### src/rtl/gpregs_wb_arbiter.sv
`default_nettype none
// ============================================================================
// Module   : gpregs_wb_arbiter
// Purpose  : Merges ALU and LSU writebacks onto the GPREGS write port; LSU
//            results wait in a small FIFO, ALU has priority.
// Options  : GPREGS_WB_BYPASS_EN adds read-port forwarding of the output stage.
// Revision : 1.0
// ============================================================================
module gpregs_wb_arbiter #(
    parameter int REG_DATA_WIDTH = 32,
    parameter int LSU_DEPTH      = 2
) (
    input  logic                      clk,
    input  logic                      nreset,
    input  logic                      alu_valid,
    input  logic [4:0]                alu_rd,
    input  logic [REG_DATA_WIDTH-1:0] alu_data,
    input  logic                      lsu_valid,
    output logic                      lsu_ready,
    input  logic [4:0]                lsu_rd,
    input  logic [REG_DATA_WIDTH-1:0] lsu_data,
    output logic [4:0]                write_reg,
    output logic [REG_DATA_WIDTH-1:0] din,
    output logic                      din_enable,
`ifdef GPREGS_WB_BYPASS_EN
    input  logic [4:0]                read_reg_0,
    input  logic [4:0]                read_reg_1,
    input  logic [REG_DATA_WIDTH-1:0] rf_dout_0,
    input  logic [REG_DATA_WIDTH-1:0] rf_dout_1,
    output logic [REG_DATA_WIDTH-1:0] fwd_dout_0,
    output logic [REG_DATA_WIDTH-1:0] fwd_dout_1,
`endif
    output logic [31:0]               pending_mask
);

    localparam int                 c_ptr_w   = $clog2(LSU_DEPTH);
    localparam int                 c_cnt_w   = c_ptr_w + 1;
    localparam logic [c_ptr_w-1:0] c_ptr_one = 1;
    localparam logic [c_cnt_w-1:0] c_cnt_one = 1;
    localparam logic [c_cnt_w-1:0] c_full    = LSU_DEPTH[c_cnt_w-1:0];

    logic [4:0]                r_fifo_rd   [LSU_DEPTH];
    logic [REG_DATA_WIDTH-1:0] r_fifo_data [LSU_DEPTH];
    logic [LSU_DEPTH-1:0]      r_fifo_valid;
    logic [LSU_DEPTH-1:0]      r_fifo_killed;
    logic [c_ptr_w-1:0]        r_wr_ptr;
    logic [c_ptr_w-1:0]        r_rd_ptr;
    logic [c_cnt_w-1:0]        r_count;
    logic                      r_ready_en;
    logic [4:0]                r_write_reg;
    logic [REG_DATA_WIDTH-1:0] r_din;
    logic                      r_din_enable;

    logic                      w_push;
    logic                      w_pop;
    logic                      w_alu_kill;
    logic                      w_sel_load;
    logic                      w_sel_en;
    logic [4:0]                w_sel_rd;
    logic [REG_DATA_WIDTH-1:0] w_sel_data;
    logic [31:0]               w_pending;

    // Readiness depends only on registered occupancy, so a full FIFO never
    // accepts a push even if it pops in the same cycle.
    assign lsu_ready  = r_ready_en && (r_count != c_full);
    assign w_push     = lsu_valid && lsu_ready;
    assign w_pop      = !alu_valid && (r_count != '0);
    assign w_alu_kill = alu_valid && (alu_rd != 5'd0);

    always_comb begin
        w_sel_load = 1'b0;
        w_sel_en   = 1'b0;
        w_sel_rd   = r_write_reg;
        w_sel_data = r_din;
        if (alu_valid) begin
            w_sel_load = 1'b1;
            w_sel_en   = (alu_rd != 5'd0);
            w_sel_rd   = alu_rd;
            w_sel_data = alu_data;
        end else if (w_pop) begin
            w_sel_load = 1'b1;
            w_sel_en   = !r_fifo_killed[r_rd_ptr] && (r_fifo_rd[r_rd_ptr] != 5'd0);
            w_sel_rd   = r_fifo_rd[r_rd_ptr];
            w_sel_data = r_fifo_data[r_rd_ptr];
        end
    end

    always_ff @(posedge clk) begin
        if (!nreset) begin
            for (int i = 0; i < LSU_DEPTH; i++) begin
                r_fifo_rd[i]   <= '0;
                r_fifo_data[i] <= '0;
            end
            r_fifo_valid  <= '0;
            r_fifo_killed <= '0;
            r_wr_ptr      <= '0;
            r_rd_ptr      <= '0;
            r_count       <= '0;
            r_ready_en    <= 1'b0;
            r_write_reg   <= '0;
            r_din         <= '0;
            r_din_enable  <= 1'b0;
        end else begin
            r_ready_en <= 1'b1;
            // A younger ALU write makes any queued write to the same rd dead.
            for (int i = 0; i < LSU_DEPTH; i++) begin
                if (w_alu_kill && r_fifo_valid[i] && (r_fifo_rd[i] == alu_rd))
                    r_fifo_killed[i] <= 1'b1;
            end
            if (w_push) begin
                r_fifo_rd[r_wr_ptr]     <= lsu_rd;
                r_fifo_data[r_wr_ptr]   <= lsu_data;
                r_fifo_valid[r_wr_ptr]  <= 1'b1;
                r_fifo_killed[r_wr_ptr] <= w_alu_kill && (lsu_rd == alu_rd);
                r_wr_ptr                <= r_wr_ptr + c_ptr_one;
            end
            if (w_pop) begin
                r_fifo_valid[r_rd_ptr] <= 1'b0;
                r_rd_ptr               <= r_rd_ptr + c_ptr_one;
            end
            if (w_push && !w_pop)
                r_count <= r_count + c_cnt_one;
            else if (!w_push && w_pop)
                r_count <= r_count - c_cnt_one;
            if (w_sel_load) begin
                r_write_reg <= w_sel_rd;
                r_din       <= w_sel_data;
            end
            r_din_enable <= w_sel_en;
        end
    end

    always_comb begin
        w_pending = '0;
        for (int i = 0; i < LSU_DEPTH; i++) begin
            if (r_fifo_valid[i] && !r_fifo_killed[i])
                w_pending[r_fifo_rd[i]] = 1'b1;
        end
        if (r_din_enable)
            w_pending[r_write_reg] = 1'b1;
        w_pending[0] = 1'b0;
    end

    assign pending_mask = w_pending;
    assign write_reg    = r_write_reg;
    assign din          = r_din;
    assign din_enable   = r_din_enable;

`ifdef GPREGS_WB_BYPASS_EN
    // Covers the commit cycle, when GPREGS still presents the old value.
    assign fwd_dout_0 = (r_din_enable && (read_reg_0 != 5'd0) && (read_reg_0 == r_write_reg))
                        ? r_din : rf_dout_0;
    assign fwd_dout_1 = (r_din_enable && (read_reg_1 != 5'd0) && (read_reg_1 == r_write_reg))
                        ? r_din : rf_dout_1;
`endif

endmodule
`default_nettype wire

### config.mk
export PLATFORM = sky130hd
export DESIGN_NAME = gpregs_wb_arbiter
export DESIGN_NICKNAME = d
export VERILOG_FILES = /design/src/rtl/gpregs_wb_arbiter.sv
export SDC_FILE = /design/constraint.sdc
export NUM_CORES = 1
export LEC_CHECK = 0
export ABC_AREA = 0
export BUFFER_PORTS_ARGS = -buffer_cell sky130_fd_sc_hd__buf_2
export CELL_PAD_IN_SITES_DETAIL_PLACEMENT = 1
export CELL_PAD_IN_SITES_GLOBAL_PLACEMENT = 2
export CORE_MARGIN = 2
export CORE_UTILIZATION = 36
export CTS_CLUSTER_SIZE = 12
export DETAILED_ROUTE_END_ITERATION = 10
export PLACE_DENSITY_LB_ADDON = 0.1
export SYNTH_ARGS = -nofsm -noshare
export SYNTH_HDL_FRONTEND = slang
export SYNTH_SLANG_ARGS = --single-unit
### constraint.sdc
create_clock -name clk -period 3.2 [get_ports clk]
set_clock_uncertainty 0.05 [all_clocks]
set_input_delay 0.32 -clock clk [delete_from_list [all_inputs] [get_ports clk]]
set_output_delay 0.32 -clock clk [all_outputs]
set_load 0.01 [all_outputs]
# After elaboration in Yosys (flattened, before gate mapping)
# Memories as Yosys holds them, arrays and structs flattened. A register that Yosys moved wholly into a read port is not among the register bits.
# Index checks and enable logic that the tools add are counted.
# Widths: inputs -> output; s select.
[word_totals]
ff_bits = 47
latchBits = 0
ramBits = 74
rom_bits = 0
in_bits = 78
output_inout_bits = 71
memories = 2
[memory_table]
columns = ["memory", "depth", "word_bits", "read_ports", "rd_clocked_by_memory_dff", "wr", "line_no", "source"]
rows = [
  ["r_fifo_data", 2, 32, 1, 1, 2, "43", "logic [REG_DATA_WIDTH-1:0] r_fifo_data [LSU_DEPTH];"],
  ["r_fifo_rd", 2, 5, 3, 1, 2, "42", "logic [4:0] r_fifo_rd [LSU_DEPTH];"],
]
[classes]
add_sub_neg = 4
mul = 0
n_div = 0
magnitude_cmp = 10
eq_ne = 4
n_shift = 0
n_mux = 49
bitwise = 5
reduce_logical = 33
[op_table]
columns = ["operator", "count"]
rows = [
  ["$mux 32", 6],
  ["$or 32x32->32", 2],
  ["$reduce_or 32->1", 1],
  ["$mux 1", 28],
  ["$logic_and 1x1->1", 19],
  ["$lt 5x6->1 const B", 3],
  ["$demux 1 s5", 3],
  ["$eq 5x5->1", 3],
  ["$ge 5x1->1 const B", 3],
  ["$mux 5", 3],
  ["$mux 2", 6],
  ["$reduce_bool 5->1", 2],
  ["$logic_not 1->1", 6],
  ["$reduce_bool 2->1", 3],
  ["$reduce_or 5->1", 1],
  ["$lt 1x2->1 const B", 2],
  ["$add 1x1->1 const B", 2],
  ["$add 2x1->2 const B", 1],
  ["$and 2x2->2", 1],
  ["$bwmux 2", 1],
  ["$demux 1 s1", 2],
  ["$ge 1x1->1 const B", 2],
  ["$ne 2x2->1 const B", 1],
  ["$not 2->2", 1],
  ["other kinds (3)", 3],
]

# Longest topological paths before layout
# An unclocked memory read counts as a cell.
[depth]
ltp_word = 10
mapped_depth = 8
mapped_depth_nobuf = 7

# Worst setup path after synthesis
# No wires, ideal clock.
[synth_path]
path_kind = "register -> register"
startpoint = "register r_count[0]"
endpoint = "memory r_fifo_data[0][0], enable pin"
setup_time_ns = 0.395
t_arrival_ns = 1.576
required_ns = 2.755
slack_ns = 1.179
stages_incl_launch_ff = 5
path_buffers = 1
cell_sequence = "dfxtp_1 buf_6 nand2b_4 nand4b_1 nand2_1"
[synth_rtl]
columns = ["item", "line_no", "source"]
rows = [
  ["start, declared", "48", "logic [c_cnt_w-1:0] r_count;"],
  ["start signal, assigned", "122", "r_count <= r_count + c_cnt_one;"],
  ["start signal, assigned", "124", "r_count <= r_count - c_cnt_one;"],
  ["end, declared", "43", ""],
]

==> results.json <==
{
  "syn-cell-area_sq_mm": 0.00623,
  "slowest_delay_ps": 790,
  "layout.nets": 840,
  "cts-hold-fix-buffers": 0,
  "cts_sinks": 122,
  "synth-edff-count": 74,
  "via_count": 5091,
  "critPathLaunchType": "register",
  "crit_fanout": 7,
  "dp.cells": 967,
  "rrSetupSlack_ps": 850,
  "ys.flop_type": "edfxtp_1",
  "avgRoutedWirePerCell_microns": 18.4,
  "yosysWarnings": 0,
  "multi_input_area_sq_mm": 0.00276,
  "min_from": "nreset",
  "drv_slew": 0,
  "cts_tree": "yes",
  "die_w_microns": 136,
  "grt_pass1_vias": 5353,
  "path_delay_family": "simple AND/OR/NAND/NOR gates",
  "min_period_ps": 2540,
  "ant_nets": 0,
  "ys_ff_latch": 122,
  "ff2ff_path_depth": 4,
  "die_h_microns": 136,
  "antenna_found_initial": 0,
  "worstHoldEndpoint": "r_ready_en",
  "diodes": 0,
  "cts_buffers": 17,
  "rr_endpoint": "r_count[1]",
  "rsz0062_at_grt": "false",
  "fmax_ghz": 0.394,
  "whs_path_depth": 1,
  "dieArea_sq_mm": 0.0184,
  "pre_cts_ws_ps": 812,
  "cts.htree.levels": 4,
  "clkTransAtPathRegs_ps": 50,
  "async_flop_share_pct": 0,
  "critPathArrivalTime_ps": 2170,
  "drv_cap": 0,
  "syn_inst": 635,
  "fillCellCount": 2034,
  "largest_reg_flops": 64,
  "fin_cells": 999,
  "grt-ovfl-total": 0,
  "row_count": 48,
  "worst_pin_slew_ps": 1120,
  "endpoint_kind": "output port",
  "dpl.hpwl_mm": 12.7,
  "areaGrowthSynthToFinish_pct": 23.4,
  "largest_register": "r_fifo_data",
  "yosysUniqueCellTypes": 48,
  "fin_total_pwr_uw": 5000,
  "finalHoldViolCount": 0,
  "slew-limit-headroom_pct": 25.4,
  "wl_mm": 18.4,
  "cp.required_ps": 2830,
  "gp_congestion": 0.768,
  "powerDensity_mw_per_mm2": 651,
  "leakagePower_uw": 0.00326,
  "grt_pass1_wl_mm": 28.5,
  "path_buf_inv": 1,
  "clk_latency_ps": 420,
  "syn-num-nets": 714,
  "worst_slack_ps": 662,
  "setup_viol_count_final": 0,
  "worstReg2RegStart": "r_count[1]",
  "final_cell_mix": "buf_2 (147), nand2_1 (108), and2_1 (75)",
  "min_path_type": "input port to register",
  "post-route-period-util_pct": 79.3,
  "portBuffers": 147,
  "fin_hold_ws_ps": 99.5,
  "irDropWorstVdd_mv": 0.422,
  "crit_path_top_delay_cell": "nor4_2",
  "grt_max_degree": 60,
  "cts_setup_buffers": 0,
  "drt_first_iter_violations": 290,
  "cts_buffer_depth": 2,
  "drive_gt1_share_pct": 25.7,
  "vias_per_cell": 5.10,
  "seq_area_frac_synth_pct": 51.1,
  "ioPinCount": 149,
  "status": "complete, no violations",
  "avgSynthCellArea_sq_um": 9.81,
  "drtPass1Iterations": 4,
  "drc": 0,
  "layout.area.seq_sq_mm": 0.00318,
  "start_util_pct": 36.4,
  "core_sq_mm": 0.0171,
  "fin_setup_tns_ps": 0,
  "root_buffer": "clkbuf_16",
  "final_common_cell": "buf_2",
  "postCtsResizedCells": 0,
  "grtUsageTotal_pct": 20.4,
  "crit_type": "register to output port",
  "crit_path_cell_trace": "nor4_2, a22oi_1, nand2_1, buf_2"
}
worst register-to-register path: cells and delay by family, from the launching register on:
| kind | cells | cell delay, ps |
|---|---|---|
| compound gates | 2 | 1050 |
| fa+ha+maj | 1 | 420 |
| simple gates | 1 | 350 |
| flops | 1 | 400 |
power breakdown:
group | switching (uW) | internal (uW) | leakage [uW] | total (uW)
clock network | 663 | 1280 | 0.000286 | 1940
registers | 186 | 1870 | 0.00117 | 2060
logic | 603 | 402 | 0.00180 | 1000
total | 1450 | 3550 | 0.00326 | 5000
per-layer routing:
metal | share of wire (%) | up-vias | GRT usage (%)
met4 | 0.97 | 0 | 7.00
met1 | 47 | 2476 | 27.2
met3 | 4.3 | 14 | 4.08
met5 | 0 | - | 0
li1 | - | 2479 | -
met2 | 47 | 122 | 33.2
Yosys cell counts, types with 2 or more instances:
cell type / number / area [sq um]
buf_4: 3 / 22.5
or3_1: 2 / 12.5
nor2_1: 45 / 169
a41oi_1: 2 / 17.5
a221oi_1: 19 / 166
inv_2: 2 / 7.51
a22oi_1: 31 / 233
and3_1: 5 / 31.3
xnor2_1: 5 / 43.8
o21ai_0: 26 / 130
buf_6: 5 / 56.3
clkbuf_1: 26 / 97.6
inv_1: 9 / 33.8
buf_2: 15 / 75.1
nor3b_1: 10 / 75.1
xor2_1: 12 / 105
buf_1: 3 / 11.3
edfxtp_1: 74 / 2220
nor4b_2: 2 / 30.0
dfxtp_1: 48 / 961
and3b_1: 8 / 70.1
and4b_1: 2 / 20.0
and2_1: 75 / 469
nor3_1: 5 / 25.0
nand2b_1: 2 / 12.5
nor4_1: 3 / 18.8
mux2i_1: 37 / 370
a211oi_1: 4 / 30.0
nand3_1: 2 / 10.0
nand2_1: 110 / 413
a21oi_1: 26 / 130
stage by stage:
step                cell area, sq um  util [%]
finish                          7690      44.9
global route                    7690      44.9
CTS                             7690      44.9
detailed placement              7090      41.4
global placement                7090      41.4
floorplan                       6230         -
logic make-up (layout without fill, tap and decap cells):
| kind of cell | after synthesis | after routing | share of synthesized area (%) |
|---|---|---|---|
| compound gates | 113 | 113 | 12.0 |
| xor+xnor | 17 | 17 | 2.39 |
| fa+ha+maj | 1 | 1 | 0.201 |
| buf+inv | 63 | 202 | 4.88 |
| flops | 122 | 122 | 51.1 |
| mux | 37 | 37 | 5.95 |
| other cells | 1 | 1 | 0.0602 |
| simple gates | 281 | 281 | 23.5 |
area by class of cell:
class	instances	share of cell area (%)
Clock buffer	24	6.27
Clock inverter	8	1.53
Inverter	11	0.537
Multi-Input combinational cell	450	35.9
Sequential cell	122	41.4
Tap cell	225	3.66
Timing Repair Buffer	159	10.7
worst max-delay path by stage:
stage,from,endpoint,cells after the start
6_report,r_fifo_rd[0][1],pending_mask[28],4
5_1_grt,r_fifo_rd[0][1],pending_mask[28],4
4_1_cts,r_fifo_rd[0][1],pending_mask[28],4
3_5_place_dp,r_count[1],r_count[1],4
3_3_place_gp,r_count[1],r_count[1],4
2_1_floorplan,r_count[0],r_fifo_data[0][0],4
Note: power is estimated with default switching activity, not from simulation.
